==> config.mk <==
export PLATFORM = sky130hd
export DESIGN_NAME = current_source_loop_v3
export DESIGN_NICKNAME = d
export VERILOG_FILES = /design/src/rtl/current_source_loop_v3.sv
export SDC_FILE = /design/constraint.sdc
export NUM_CORES = 1
export LEC_CHECK = 0
export CAP_MARGIN = 15
export CORE_MARGIN = 2
export CORE_UTILIZATION = 52
export CTS_CLUSTER_DIAMETER = 40
export DETAILED_ROUTE_END_ITERATION = 8
export PLACE_DENSITY = 0.95
export SETUP_SLACK_MARGIN = 0.02
export SLEW_MARGIN = 25
export SYNTH_ARGS = -nofsm -noshare
export SYNTH_HDL_FRONTEND = slang
export SYNTH_SLANG_ARGS = --single-unit
==> constraint.sdc <==
create_clock -name CLK -period 3.1 [get_ports CLK]
set_input_delay 0.465 -clock CLK [delete_from_list [all_inputs] [get_ports CLK]]
set_output_delay 0.465 -clock CLK [all_outputs]
set_load 0.005 [all_outputs]
==> src/rtl/current_source_loop_v3.sv <==
// Global feedback loop: times CLK windows, averages RO counts and steps a thermometer
// current-source enable up/down against a voltage window, with settle, lock detect and bypass.
module current_source_loop_v3 #(
  parameter int N_SRC      = 32,
  parameter int CNT_W      = 8,
  parameter int AVG_LOG2   = 2,
  parameter int SETTLE_CYC = 4,
  parameter int LOCK_N     = 3,
  parameter int INIT_LEVEL = 0
) (
  input  logic                       CLK,
  input  logic                       RST,
  input  logic                       LOOP_BYPASS,
  input  logic [CNT_W-1:0]           TOTAL_COUNT,
  input  logic [CNT_W-1:0]           OSC_COUNT,
  input  logic [CNT_W-1:0]           LOWER_VOLTAGE_BOUND,
  input  logic [CNT_W-1:0]           UPPER_VOLTAGE_BOUND,
  input  logic [N_SRC-1:0]           FORCE_MASK,
  output logic                       COUNT_DONE,
  output logic                       OSC_CLR,
  output logic [N_SRC-1:0]           CURRENT_SOURCE_ENABLE,
  output logic [$clog2(N_SRC+1)-1:0] LEVEL,
  output logic                       LOCKED
);

  localparam int LVL_W = $clog2(N_SRC+1);
  localparam int ACC_W = CNT_W + AVG_LOG2;
  localparam int NS_W  = (AVG_LOG2 > 0) ? AVG_LOG2 : 1;
  localparam int SC_W  = $clog2(SETTLE_CYC+1);
  localparam int LK_W  = $clog2(LOCK_N+1);

  typedef enum logic [1:0] {MEASURE, SAMPLE, DECIDE, SETTLE} state_t;

  state_t            state, state_nxt;
  logic [CNT_W-1:0]  wcnt;
  logic [ACC_W-1:0]  acc;
  logic [ACC_W-1:0]  avg;
  logic [NS_W-1:0]   nsamp;
  logic [SC_W-1:0]   scnt;
  logic [LK_W-1:0]   lockcnt;
  logic [LK_W-1:0]   lk_inc;
  logic [CNT_W-1:0]  win_last;
  logic              wcnt_done, samp_last, settle_done;
  logic              go_up, go_dn, step, in_band;
  logic              cd_nxt, clr_nxt;
  logic [N_SRC-1:0]  thermo;

  // A zero window length behaves as a one-cycle window.
  assign win_last    = (TOTAL_COUNT == '0) ? '0 : TOTAL_COUNT - CNT_W'(1);
  assign wcnt_done   = (wcnt == win_last);
  assign samp_last   = (nsamp == NS_W'((1 << AVG_LOG2) - 1));
  assign settle_done = (scnt == SC_W'(SETTLE_CYC - 1));

  assign avg     = acc >> AVG_LOG2;
  assign go_up   = (avg < ACC_W'(LOWER_VOLTAGE_BOUND));
  assign go_dn   = !go_up && (avg > ACC_W'(UPPER_VOLTAGE_BOUND));
  assign in_band = !go_up && !go_dn;
  assign step    = (go_up && (LEVEL != LVL_W'(N_SRC))) || (go_dn && (LEVEL != '0));
  assign lk_inc  = (lockcnt == LK_W'(LOCK_N)) ? lockcnt : lockcnt + LK_W'(1);

  always_ff @(posedge CLK or posedge RST) begin
    if (RST) begin
      state      <= MEASURE;
      COUNT_DONE <= 1'b0;
      OSC_CLR    <= 1'b0;
    end else begin
      state      <= state_nxt;
      COUNT_DONE <= cd_nxt;
      OSC_CLR    <= clr_nxt;
    end
  end

  always_comb begin
    state_nxt = state;
    case (state)
      MEASURE: if (wcnt_done) state_nxt = SAMPLE;
      SAMPLE:  state_nxt = samp_last ? DECIDE : MEASURE;
      DECIDE:  state_nxt = step ? SETTLE : MEASURE;
      SETTLE:  if (settle_done) state_nxt = MEASURE;
      default: state_nxt = MEASURE;
    endcase
    if (LOOP_BYPASS) state_nxt = MEASURE;
  end

  always_comb begin
    cd_nxt  = !LOOP_BYPASS && (state == MEASURE) && wcnt_done;
    clr_nxt = LOOP_BYPASS || (state == SAMPLE) || ((state == SETTLE) && settle_done);
    thermo  = '0;
    for (int i = 0; i < N_SRC; i++) thermo[i] = (LEVEL > LVL_W'(i));
    CURRENT_SOURCE_ENABLE = LOOP_BYPASS ? FORCE_MASK : thermo;
  end

  always_ff @(posedge CLK or posedge RST) begin
    if (RST) begin
      wcnt    <= '0;
      acc     <= '0;
      nsamp   <= '0;
      scnt    <= '0;
      lockcnt <= '0;
      LOCKED  <= 1'b0;
      LEVEL   <= LVL_W'(INIT_LEVEL);
    end else if (LOOP_BYPASS) begin
      wcnt    <= '0;
      acc     <= '0;
      nsamp   <= '0;
      scnt    <= '0;
      lockcnt <= '0;
      LOCKED  <= 1'b0;
    end else begin
      case (state)
        MEASURE: wcnt <= wcnt_done ? '0 : wcnt + CNT_W'(1);
        SAMPLE: begin
          acc   <= acc + ACC_W'(OSC_COUNT);
          nsamp <= nsamp + NS_W'(1);
        end
        DECIDE: begin
          acc   <= '0;
          nsamp <= '0;
          scnt  <= '0;
          if (step) begin
            LEVEL   <= go_up ? LEVEL + LVL_W'(1) : LEVEL - LVL_W'(1);
            lockcnt <= '0;
            LOCKED  <= 1'b0;
          end else if (in_band) begin
            lockcnt <= lk_inc;
            LOCKED  <= (lk_inc == LK_W'(LOCK_N));
          end else begin
            // Saturated against a rail while still out of band: never counts as locked.
            lockcnt <= '0;
            LOCKED  <= 1'b0;
          end
        end
        SETTLE: scnt <= settle_done ? '0 : scnt + SC_W'(1);
        default: ;
      endcase
    end
  end

endmodule

Word-level counts from Yosys, hierarchy flattened
Index checks and enable logic that the tools add are counted.

storage, ports and cells
  logic and storage cells = 114
  output and inout bits = 41
  flip-flop bits (word level) = 36

operators by class
  equality and inequality tests = 11
  magnitude comparators = 34
  add/sub/neg operators = 8
  bitwise operators = 1
  reduce and logical (&&, ||, !) cells = 22
  muxes and demuxes = 28

operators with widths
  kind                 number
  $gt 6x5->1 const B   16
  $gt 6x4->1 const B   8
  $mux 32              1
  $mux 8               4
  $gt 6x3->1 const B   4
  $mux 2               11
  $pmux 10 s2          1
  $gt 6x1->1 const B   2
  $gt 6x2->1 const B   2
  $add 10x8->10        1
  $eq 2x2->1 const B   5
  $mux 10              1
  $add 8x1->8 const B  1
  $eq 8x8->1           1
  $gt 8x8->1           1
  $logic_not 8->1      1
  $lt 8x8->1           1
  $pmux 2 s4           1
  $sub 8x1->8 const B  1
  $logic_and 1x1->1    7
  $add 6x1->6 const B  1
  $mux 3               2
  $mux 6               1
  $ne 3x3->1 const B   2
  18 further kinds     28

Logic depth before layout (Yosys ltp)
Gate-level depths: netlist of run 1.

  word-level depth = 9
  mapped depth = 10
  mapped depth without buffers = 9

Worst setup path before layout of run 1
No wires, ideal clock.

  path type = in2reg
  start point = input TOTAL_COUNT[0]
  end point = register wcnt[0]
  stages on the path = 9
  setup slack = 0.620 ns
  arrival time = 2.360 ns
  path through = inv_1 -> ha_1 -> nor3b_1 -> and2_2 -> or4b_4 -> o311ai_4 -> nand4_4 -> or2_4 -> a31o_1

on the way
  word-level cells in the longest chain between the ends = 6
  elaborated cells between the ends (all ways) = 7

RTL lines
  element                                         line  text
  start: declaration                              14    input logic [CNT_W-1:0] TOTAL_COUNT,
  $sub 8x1->8 or $logic_not 8->1 (tied branches)  49    assign win_last = (TOTAL_COUNT == '0) ? '0 : TOTAL_COUNT - CNT_W'(1);
  $mux 8 *                                        49
  $eq 8x8->1 *                                    50    assign wcnt_done = (wcnt == win_last);
  $mux 8 *                                        111   MEASURE: wcnt <= wcnt_done ? '0 : wcnt + CNT_W'(1);
  $mux 8 *                                        110   case (state)
  $mux 8 *                                        102   end else if (LOOP_BYPASS) begin
  end signal: assignment                          111
  end: declaration                                35    logic [CNT_W-1:0] wcnt;

Every way passes the cells marked *; elsewhere a longest branch is shown, timed or not. The select of a mux whose other input is x is not followed.
A chain may end at the register's enable or synchronous reset.

Final worst setup path of run 1
  start point = register LEVEL[1]
  end point = output CURRENT_SOURCE_ENABLE[9]

on the way
  word-level cells in the longest chain between the ends = 2

RTL lines
  element                   line  text
  start: declaration        22    output logic [$clog2(N_SRC+1)-1:0] LEVEL,
  start signal: assignment  101   LEVEL <= LVL_W'(INIT_LEVEL);
  start signal: assignment  121   LEVEL <= go_up ? LEVEL + LVL_W'(1) : LEVEL - LVL_W'(1);
  $gt 6x4->1                89    for (int i = 0; i < N_SRC; i++) thermo[i] = (LEVEL > LVL_W'(i));
  $mux 32                   90    CURRENT_SOURCE_ENABLE = LOOP_BYPASS ? FORCE_MASK : thermo;
  end: declaration          21    output logic [N_SRC-1:0] CURRENT_SOURCE_ENABLE,

No other way between the ends.

==> results of run 1 <==
-- how the worst max path moves through the flow --
stage / start / endpoint / slack (ns)
CTS: LEVEL[1] / CURRENT_SOURCE_ENABLE[25] / 0.15
global route: LEVEL[0] / CURRENT_SOURCE_ENABLE[25] / 0.09
detailed placement: TOTAL_COUNT[0] / wcnt[4] / -0.005
floorplan: TOTAL_COUNT[0] / wcnt[0] / 0.62
global placement: TOTAL_COUNT[0] / wcnt[7] / 0.08
finish: LEVEL[1] / CURRENT_SOURCE_ENABLE[9] / 0.23
-- stage by stage --
stage	setup WS, ns	cell area, um2	hold WS, ns	cells	TNS, ns
after floorplan	0.620	3550	0.460	427	0
after global placement	0.0758	4640	0.480	604	0
after detailed placement	-0.00506	4640	0.482	604	-0.0175
after CTS	0.148	4740	0.511	612	0
after global routing	0.0950	4740	0.550	612	0
final	0.228	4740	0.513	612	0
-- power breakdown --
group          switching, mW  internal [mW]  total [mW]
Clock                  0.184          0.180       0.364
Combinational          0.113          0.172       0.286
Sequential           0.00682          0.474       0.480
-- cell families after synthesis --
family	Yosys count	synth area share [%]
simple gates	148	22.7
compound gates	114	21.5
buf+inv	59	8.68
flops	36	25.4
fa+ha+maj	32	11.5
xor+xnor	22	5.43
mux	16	4.80
-- flip-flops by register name, summed over array words and instances, names as in the netlist --
signal	flops
LOCKED	1
nsamp	2
COUNT_DONE	1
scnt	3
LEVEL	6
lockcnt	2
OSC_CLR	1
state	2
acc	10
wcnt	8
-- per-layer routing --
| metal | track usage [%] | wire length (um) | vias up |
|---|---|---|---|
| li1 | - | - | 1733 |
| met1 | 32.6 | 3850 | 1714 |
| met2 | 45.7 | 5030 | 131 |
| met3 | 4.95 | 555 | 17 |
| met4 | 7.53 | 124 | 0 |
| met5 | 0 | 0 | - |
-- repair_timing --
item | 4_1_cts | 5_1_grt
gates resized for setup | 0 | 1
setup endpoints to repair | 0 | 1
endpoints found under the hold margin | 0 | 0
-- worst max-delay path, stage by stage, from the launching register on --
cell and delay [ns]:
sky130_fd_sc_hd__dfrtp_1 0.40, sky130_fd_sc_hd__inv_1 0.11, sky130_fd_sc_hd__ha_1 0.37, sky130_fd_sc_hd__nor2_2 0.16, sky130_fd_sc_hd__or2_2 0.31, sky130_fd_sc_hd__a211oi_1 0.25
sky130_fd_sc_hd__a21oi_1 0.06, sky130_fd_sc_hd__clkdlybuf4s50_1 0.46
-- Yosys cell counts, drive strengths merged (5+ instances only) --
master | number | area, um2
nor4 | 10 | 90.1
mux2i | 8 | 80.1
a211oi | 5 | 37.5
ha | 31 | 388
o21ai | 29 | 145
a2bb2oi | 5 | 43.8
clkbuf | 20 | 125
xor2 | 9 | 78.8
nand2 | 33 | 124
nor2b | 5 | 31.3
a22oi | 7 | 52.6
nor2 | 39 | 146
nor3 | 11 | 55.1
nor3b | 5 | 48.8
and3 | 8 | 50.1
nand3 | 11 | 55.1
mux2 | 8 | 90.1
dfrtp | 36 | 901
a21o | 7 | 52.6
xnor2 | 13 | 114
nand2b | 6 | 37.5
a21oi | 30 | 150
inv | 36 | 135
-- cell type report --
class	instances	share of cell area [%]
inverters	36	2.85
repair buffers	120	24.6
clock inverters	2	0.317
well taps	80	2.11
multi-input cells	332	49.4
clock buffers	6	1.74
flip-flops and latches	36	19.0
==> impl_metrics.tcl, run 1 <==
set metrics [dict create \
    clk_latency_worst_skew_pair_ns 0.30 \
    layout-drive-gt1-share_pct 8.83 \
    rsz_0062_raised_after_global_routing "false" \
    area_growth_from_synthesis_to_layout_pct 33.6 \
    globalRouteOverflowTotal 0 \
    grt_util_all_layers_pct 26.1 \
    drt_iter0_drc 259 \
    gp_routability_congestion 0.844 \
    cp_class "register to output pin" \
    final-setup-viol-count 0 \
    fin_util_pct 70.9 \
    required_ns 2.63 \
    synth_enable_flop_cells 0 \
    count_of_warnings_emitted_by_yosys 0 \
    dp_hpwl_um 7240 \
    holdBufCountCts 0 \
    layout_min_cycle_time_ns 2.87 \
    multi_input_area_um2 2340 \
    synth_ff_type "sky130_fd_sc_hd__dfrtp_1" \
    relSlewSlack_pct 37.2 \
    drt_first_pass_iters 5 \
    postRouteWirelength_um 9560 \
    endpoint_kind "output pin" \
    cts_tree "done" \
    die-area_um2 7500 \
    worstMarginPinSlew_ns 0.939 \
    via_count_normalized_by_instance_count 5.87 \
    post_drt_wl_per_cell_um 15.6 \
    grt_first_pass_wirelength_um 15900 \
    ys_seq_elements 36 \
    min-delay-path-class "register to register" \
    worst_setup_path_start_kind "register" \
    post_syn_nets 526 \
    maxSlewViolCount 0 \
    static-leakage-power_nw 2.20 \
    finish.net_count 630 \
    boundaryPins 108 \
    min-delay-start "lockcnt[0]" \
    holdPathEnd "lockcnt[1]" \
    die_w_um 86.6 \
    skew_ns 0.00640 \
    drtAntennaViolNets 0 \
    synthesis.area_um2 3550 \
    synth.distinct_cells 62 \
    synth.yosys.seq_area_share_pct 25.4 \
    placement_rows 30 \
    number_of_cells_on_the_worst_reg_to_reg_path 8 \
    status "finished clean" \
    peakVddDrop_mv 0.193 \
    cts.reportedPaths.clkPinSlew_ns 0.08 \
    pwr_density_cell_nw_per_um2 238 \
    synthArstFlopShare_pct 100 \
    fmaxAchievable_mhz 348 \
    antenna_found_initial 0 \
    fin_total_pwr_mw 1.13 \
    rr_endpoint "lockcnt[1]" \
    start_util_pct 53.1 \
    timing.final.crit_share_pct 92.7 \
    critical_path.max_fanout 8 \
    rrSetupSlack_ns 0.69 \
    critical_path.reg2reg.startpoint "acc[8]" \
    clock_path_buffers 2 \
    synthCells 427 \
    most-common-layout-cells "106 x sky130_fd_sc_hd__clkdlybuf4s50_1, 38 x sky130_fd_sc_hd__nor2_1, 36 x sky130_fd_sc_hd__dfrtp_1, 36 x sky130_fd_sc_hd__inv_1, 33 x sky130_fd_sc_hd__nand2_1" \
    num_vias 3595 \
    h-tree-depth 2 \
    placeableCoreArea_um2 6680 \
    post-cts-setup-buffers 0 \
    clock-sinks 36 \
    port-buffer-count 107 \
    numCtsBuffers 5 \
    cap_viol_max_count 0 \
    area.sequential_um2 901 \
    die_y_um 86.6 \
    arrival_ns 2.41 \
    hold_path_depth 2 \
    synthesis.area_per_instance_um2 8.31 \
    detail_route.drc_violations 0 \
    grt_pass1_vias 3489 \
    grt_max_degree 37 \
    fill_cell_instance_count_of_the_final_layout 516 \
    insertedDiodeCount 0 \
    layout_commonest_cell "sky130_fd_sc_hd__clkdlybuf4s50_1" \
    hold_violations 0 \
    cts_root_buf "sky130_fd_sc_hd__clkbuf_8" \
]
No activity file was read; power rests on OpenSTA's default activity.
==> run 2: changes to the inputs <==
--- a/config.mk
+++ b/config.mk
@@ -6,12 +6,13 @@
 export NUM_CORES = 1
 export LEC_CHECK = 0
 export CAP_MARGIN = 15
+export CORE_ASPECT_RATIO = 1.1
 export CORE_MARGIN = 2
 export CORE_UTILIZATION = 52
 export CTS_CLUSTER_DIAMETER = 40
 export DETAILED_ROUTE_END_ITERATION = 8
 export PLACE_DENSITY = 0.95
-export SETUP_SLACK_MARGIN = 0.02
+export SETUP_SLACK_MARGIN = 0.1
 export SLEW_MARGIN = 25
 export SYNTH_ARGS = -nofsm -noshare
 export SYNTH_HDL_FRONTEND = slang
==> impl_metrics.tcl, run 2 (same netlist as run 1, synthesis figures left out) <==
set metrics [dict create \
    postRouteWirelength_um 9950 \
    max_reg_flops 10 \
    globalRouteOverflowTotal 0 \
    maxSlewViolCount 0 \
    placeableCoreArea_um2 6590 \
    clock-sinks 36 \
    post_drt_wl_per_cell_um 16.2 \
    insertedDiodeCount 0 \
    reg.largest.list "acc (10), wcnt (8), LEVEL (6)" \
    area_growth_from_synthesis_to_layout_pct 33.7 \
    most-common-layout-cells "106 x sky130_fd_sc_hd__clkdlybuf4s50_1, 39 x sky130_fd_sc_hd__nor2_1, 36 x sky130_fd_sc_hd__dfrtp_1, 36 x sky130_fd_sc_hd__inv_1, 33 x sky130_fd_sc_hd__nand2_1" \
    num_vias 3623 \
    clock_path_buffers 2 \
    worst_setup_path_start_kind "register" \
    drt_iter0_drc 325 \
    final-setup-viol-count 0 \
    pwr_density_cell_nw_per_um2 230 \
    die_w_um 82.8 \
    gp_routability_congestion 0.890 \
    static-leakage-power_nw 2.21 \
    cap_viol_max_count 0 \
    cts_tree "done" \
    placement_rows 31 \
    finalHoldWorstSlack_ns 0.510 \
    endpoint_kind "output pin" \
    peakVddDrop_mv 0.187 \
    via_count_normalized_by_instance_count 5.88 \
    arrival_ns 2.39 \
    worstMarginPinSlew_ns 0.642 \
    fill_cell_instance_count_of_the_final_layout 500 \
    rsz_0062_raised_after_global_routing "false" \
    boundaryPins 108 \
    critical_path.max_fanout 8 \
    cts.reportedPaths.clkPinSlew_ns 0.07 \
    grt_pass1_vias 3625 \
    drt_first_pass_iters 5 \
    die-area_um2 7500 \
    port-buffer-count 107 \
    grt_util_all_layers_pct 27.5 \
    largest_register "acc" \
    die_y_um 90.6 \
    antenna_found_initial 0 \
    detail_route.drc_violations 0 \
    hold_violations 0 \
    h-tree-depth 2 \
    skew_ns 0.00394 \
    relSlewSlack_pct 56.6 \
    min-delay-path-class "register to register" \
    layout_commonest_cell "sky130_fd_sc_hd__clkdlybuf4s50_1" \
    status "finished clean" \
    start_util_pct 53.8 \
    drtAntennaViolNets 0 \
    fin_total_pwr_mw 1.09 \
    grt_first_pass_wirelength_um 16400 \
    timing.final.crit_share_pct 92.1 \
    finish.net_count 633 \
    cts_root_buf "sky130_fd_sc_hd__clkbuf_8" \
    clk_latency_worst_skew_pair_ns 0.29 \
    post-cts-setup-buffers 0 \
    dp_hpwl_um 7780 \
    fmaxAchievable_mhz 350 \
    layout-drive-gt1-share_pct 8.99 \
    cp_class "register to output pin" \
    grt_max_degree 37 \
    layout_min_cycle_time_ns 2.85 \
    required_ns 2.63 \
    numCtsBuffers 5 \
]
## run 2: changes by cell type in the layout (fill, tap and decap cells not counted)
| cell | previous run | this run |
|---|---|---|
| sky130_fd_sc_hd__nor2_2 | 1 | 0 |
| sky130_fd_sc_hd__clkinv_2 | 0 | 1 |
| sky130_fd_sc_hd__clkbuf_8 | 6 | 5 |
| sky130_fd_sc_hd__clkbuf_1 | 0 | 1 |
| sky130_fd_sc_hd__ha_2 | 0 | 1 |
| sky130_fd_sc_hd__ha_1 | 31 | 30 |
| sky130_fd_sc_hd__nor2_1 | 38 | 39 |
| sky130_fd_sc_hd__buf_4 | 13 | 16 |
| sky130_fd_sc_hd__clkinvlp_4 | 2 | 0 |
## run 2: final cells by class
cell class	count	area [um2]	area share, %
well taps	82	103	2.16
multi-input cells	332	2340	49.4
inverters	36	135	2.85
clock inverters	1	5.00	0.106
flip-flops and latches	36	901	19.0
clock buffers	6	72.6	1.53
repair buffers	123	1190	25.0
## run 2: what timing repair did
item                       4_1_cts  5_1_grt
hold buffers                     0        0
gates resized for setup          0        1
setup endpoints to repair        0        1
## run 2: critical path, stage by stage, from the launching register on
cell	delay (ns)
sky130_fd_sc_hd__dfrtp_1	0.38
sky130_fd_sc_hd__inv_1	0.10
sky130_fd_sc_hd__ha_2	0.29
sky130_fd_sc_hd__nor2_1	0.09
sky130_fd_sc_hd__buf_4	0.17
sky130_fd_sc_hd__or2_2	0.29
sky130_fd_sc_hd__a211oi_1	0.23
sky130_fd_sc_hd__a21oi_1	0.07
sky130_fd_sc_hd__clkdlybuf4s50_1	0.48
## run 2: path summary, 6_finish.rpt
kind,start,endpoint,slack (ns),cells past startpoint
setup / recovery,LEVEL[1],CURRENT_SOURCE_ENABLE[9],0.25,8
hold / removal,lockcnt[0],lockcnt[1],0.51,2
setup reg to reg,acc[9],lockcnt[1],0.65,8
hold reg to reg,lockcnt[0],lockcnt[1],0.51,2
max in group asynchronous,RST,acc[3],2.20,3
min in group asynchronous,RST,LOCKED,0.56,3
## run 2: layer usage
| layer | routed length (um) | global-route usage, % | up-vias |
|---|---|---|---|
| met4 | 276 | 11.5 | 0 |
| met2 | 5210 | 47.2 | 150 |
| met5 | 0 | 0 | - |
| li1 | - | - | 1739 |
| met3 | 578 | 3.70 | 26 |
| met1 | 3890 | 33.7 | 1708 |
## run 2: metrics by stage
| step | setup WS [ns] | area, um2 | utilization (%) | std cells | TNS (ns) |
|---|---|---|---|---|---|
| after floorplan | 0.620 | 3550 | - | 427 | 0 |
| after global placement | 0.0749 | 4660 | 70.7 | 609 | 0 |
| after detailed placement | -0.0244 | 4660 | 70.7 | 609 | -0.0862 |
| after CTS | 0.187 | 4740 | 71.9 | 616 | 0 |
| after global routing | 0.131 | 4740 | 71.9 | 616 | 0 |
| final | 0.246 | 4740 | 71.9 | 616 | 0 |
## run 2: power by group
part,internal [mW],switching [mW]
logic,0.174,0.118
clock network,0.153,0.165
registers,0.474,0.00690
==> run 3: changes to the inputs <==
--- a/config.mk
+++ b/config.mk
@@ -8,10 +8,12 @@
 export CAP_MARGIN = 15
 export CORE_ASPECT_RATIO = 1.1
 export CORE_MARGIN = 2
-export CORE_UTILIZATION = 52
+export CORE_UTILIZATION = 55
 export CTS_CLUSTER_DIAMETER = 40
 export DETAILED_ROUTE_END_ITERATION = 8
-export PLACE_DENSITY = 0.95
+export DONT_BUFFER_PORTS = 1
+export MAX_ROUTING_LAYER = met4
+export PLACE_DENSITY = 0.82
 export SETUP_SLACK_MARGIN = 0.1
 export SLEW_MARGIN = 25
 export SYNTH_ARGS = -nofsm -noshare
==> impl_metrics.tcl, run 3 (same netlist as run 1, synthesis figures left out) <==
set metrics [dict create \
    fin_total_pwr_mw 1.02 \
    worstPathCellList "inv_1, ha_1, nor2_1, or2_2, a21oi_1, o21ai_0" \
    cts_root_buf "sky130_fd_sc_hd__clkbuf_8" \
    grt_pass1_vias 2902 \
    grt_max_degree 64 \
    share_seq_of_total_power_pct 47.2 \
    dp_hpwl_um 6000 \
    max_stage_delay_ns 0.57 \
    port-buffer-count 0 \
    globalRouteOverflowTotal 0 \
    clock_path_buffers 2 \
    cts_tree "done" \
    comb_power_share_pct 13.0 \
    die-area_um2 7110 \
    worst_setup_path_start_kind "register" \
    drt_iter0_drc 205 \
    cap_viol_max_count 0 \
    fin_util_pct 58.3 \
    clk_latency_worst_skew_pair_ns 0.29 \
    via_count_normalized_by_instance_count 6.19 \
    endpoint_kind "output pin" \
    cts.reportedPaths.clkPinSlew_ns 0.07 \
    fmaxAchievable_mhz 378 \
    reg.largest.list "acc (10), wcnt (8), LEVEL (6)" \
    finish.net_count 514 \
    required_ns 2.63 \
    grt_first_pass_wirelength_um 12800 \
    final-setup-viol-count 0 \
    placement_rows 30 \
    drtAntennaViolNets 0 \
    relSlewSlack_pct 56.5 \
    holdBufCountCts 0 \
    swShare_pct 24.3 \
    crit_path_top_delay_cell "sky130_fd_sc_hd__dfrtp_1" \
    static-leakage-power_nw 1.76 \
    layout_min_cycle_time_ns 2.65 \
    peakVddDrop_mv 0.221 \
    insertedDiodeCount 0 \
    h-tree-depth 2 \
    area_growth_from_synthesis_to_layout_pct 1.83 \
    most-common-layout-cells "39 x sky130_fd_sc_hd__nor2_1, 36 x sky130_fd_sc_hd__dfrtp_1, 36 x sky130_fd_sc_hd__inv_1" \
    numCtsBuffers 5 \
    fill_cell_instance_count_of_the_final_layout 551 \
    postRouteWirelength_um 7980 \
    clock_power_share_pct 39.8 \
    rsz_0062_raised_after_global_routing "false" \
    netSwitchingPower_mw 0.248 \
    cts.repair.resized 0 \
    placeableCoreArea_um2 6190 \
    fin_tns_setup_ns 0 \
    skew_ns 0.00812 \
    worstMarginPinSlew_ns 0.653 \
    pwr_density_cell_nw_per_um2 282 \
    arrival_ns 2.18 \
    die_w_um 80.6 \
    power.internal_mw 0.771 \
    grt_util_all_layers_pct 23.5 \
    post_drt_wl_per_cell_um 16.1 \
    num_vias 3070 \
    die_y_um 88.2 \
    gp_routability_congestion 0.803 \
    clock-sinks 36 \
    maxSlewViolCount 0 \
    area.sequential_um2 901 \
    start_util_pct 57.3 \
    hold_violations 0 \
    critical_path.max_fanout 10 \
    boundaryPins 108 \
    max_reg_flops 10 \
    largest_register "acc" \
    multi_input_area_um2 2340 \
    status "finished clean" \
    min-delay-path-class "input port to asynchronous set/reset pin" \
    drt_first_pass_iters 4 \
    cp_class "register to output pin" \
    layout-drive-gt1-share_pct 8.41 \
    antenna_found_initial 0 \
    timing.final.crit_share_pct 85.4 \
    detail_route.drc_violations 0 \
    post-cts-setup-buffers 0 \
    layout_commonest_cell "sky130_fd_sc_hd__nor2_1" \
]
## run 3: worst paths after layout
check                      slack (ns)  cells past startpoint   startpoint                         to
min in group CLK                 0.24                      1  LOOP_BYPASS                     acc[6]
min                              0.16                      2          RST                     LOCKED
max in group asynchronous        2.61                      2          RST                 COUNT_DONE
min reg2reg                      0.49                      1      scnt[0]                    scnt[0]
max reg2reg                      0.69                      8       acc[9]                 lockcnt[1]
max                              0.45                      6     LEVEL[0]  CURRENT_SOURCE_ENABLE[25]
## run 3: power groups by stage
stage               clock network (mW)  registers, mW  logic, mW
floorplan                            0          0.487      0.129
global placement                     0          0.490      0.128
detailed placement                   0          0.491      0.133
CTS                              0.408          0.481      0.134
global route                     0.430          0.482      0.150
finish                           0.405          0.481      0.132
## run 3: critical path: cells and delay by family, from the launching register on
family / cells / cell delay, ns
simple gates: 2 / 0.59
buf+inv: 1 / 0.11
compound gates: 2 / 0.30
fa+ha+maj: 1 / 0.33
flops: 1 / 0.57
## run 3: layer usage
layer  vias to the layer above  wire (um)  GRT usage (%)
li1                       1501          -              -
met1                      1480       3470           29.6
met2                        80       4030           39.5
met3                         9        410           4.59
met4                         0         70           5.24
met5                         -          0              -
## run 3: layout make-up
cell class              instances  area share (%)
clock buffers                   6            2.01
clock inverters                 2           0.970
inverters                      36            3.74
multi-input cells             332            64.7
flip-flops and latches         36            24.9
well taps                      80            2.77
repair buffers                  4           0.831
## run 3: metrics by stage
step                setup WS [ns]  std cells  hold slack (ns)  cell area (um2)
global route                0.265        496            0.213             3610
CTS                         0.490        496            0.177             3610
floorplan                   0.620        427            0.460             3550
detailed placement          0.444        488            0.488             3500
finish                      0.452        496            0.156             3610
global placement            0.546        488            0.481             3500
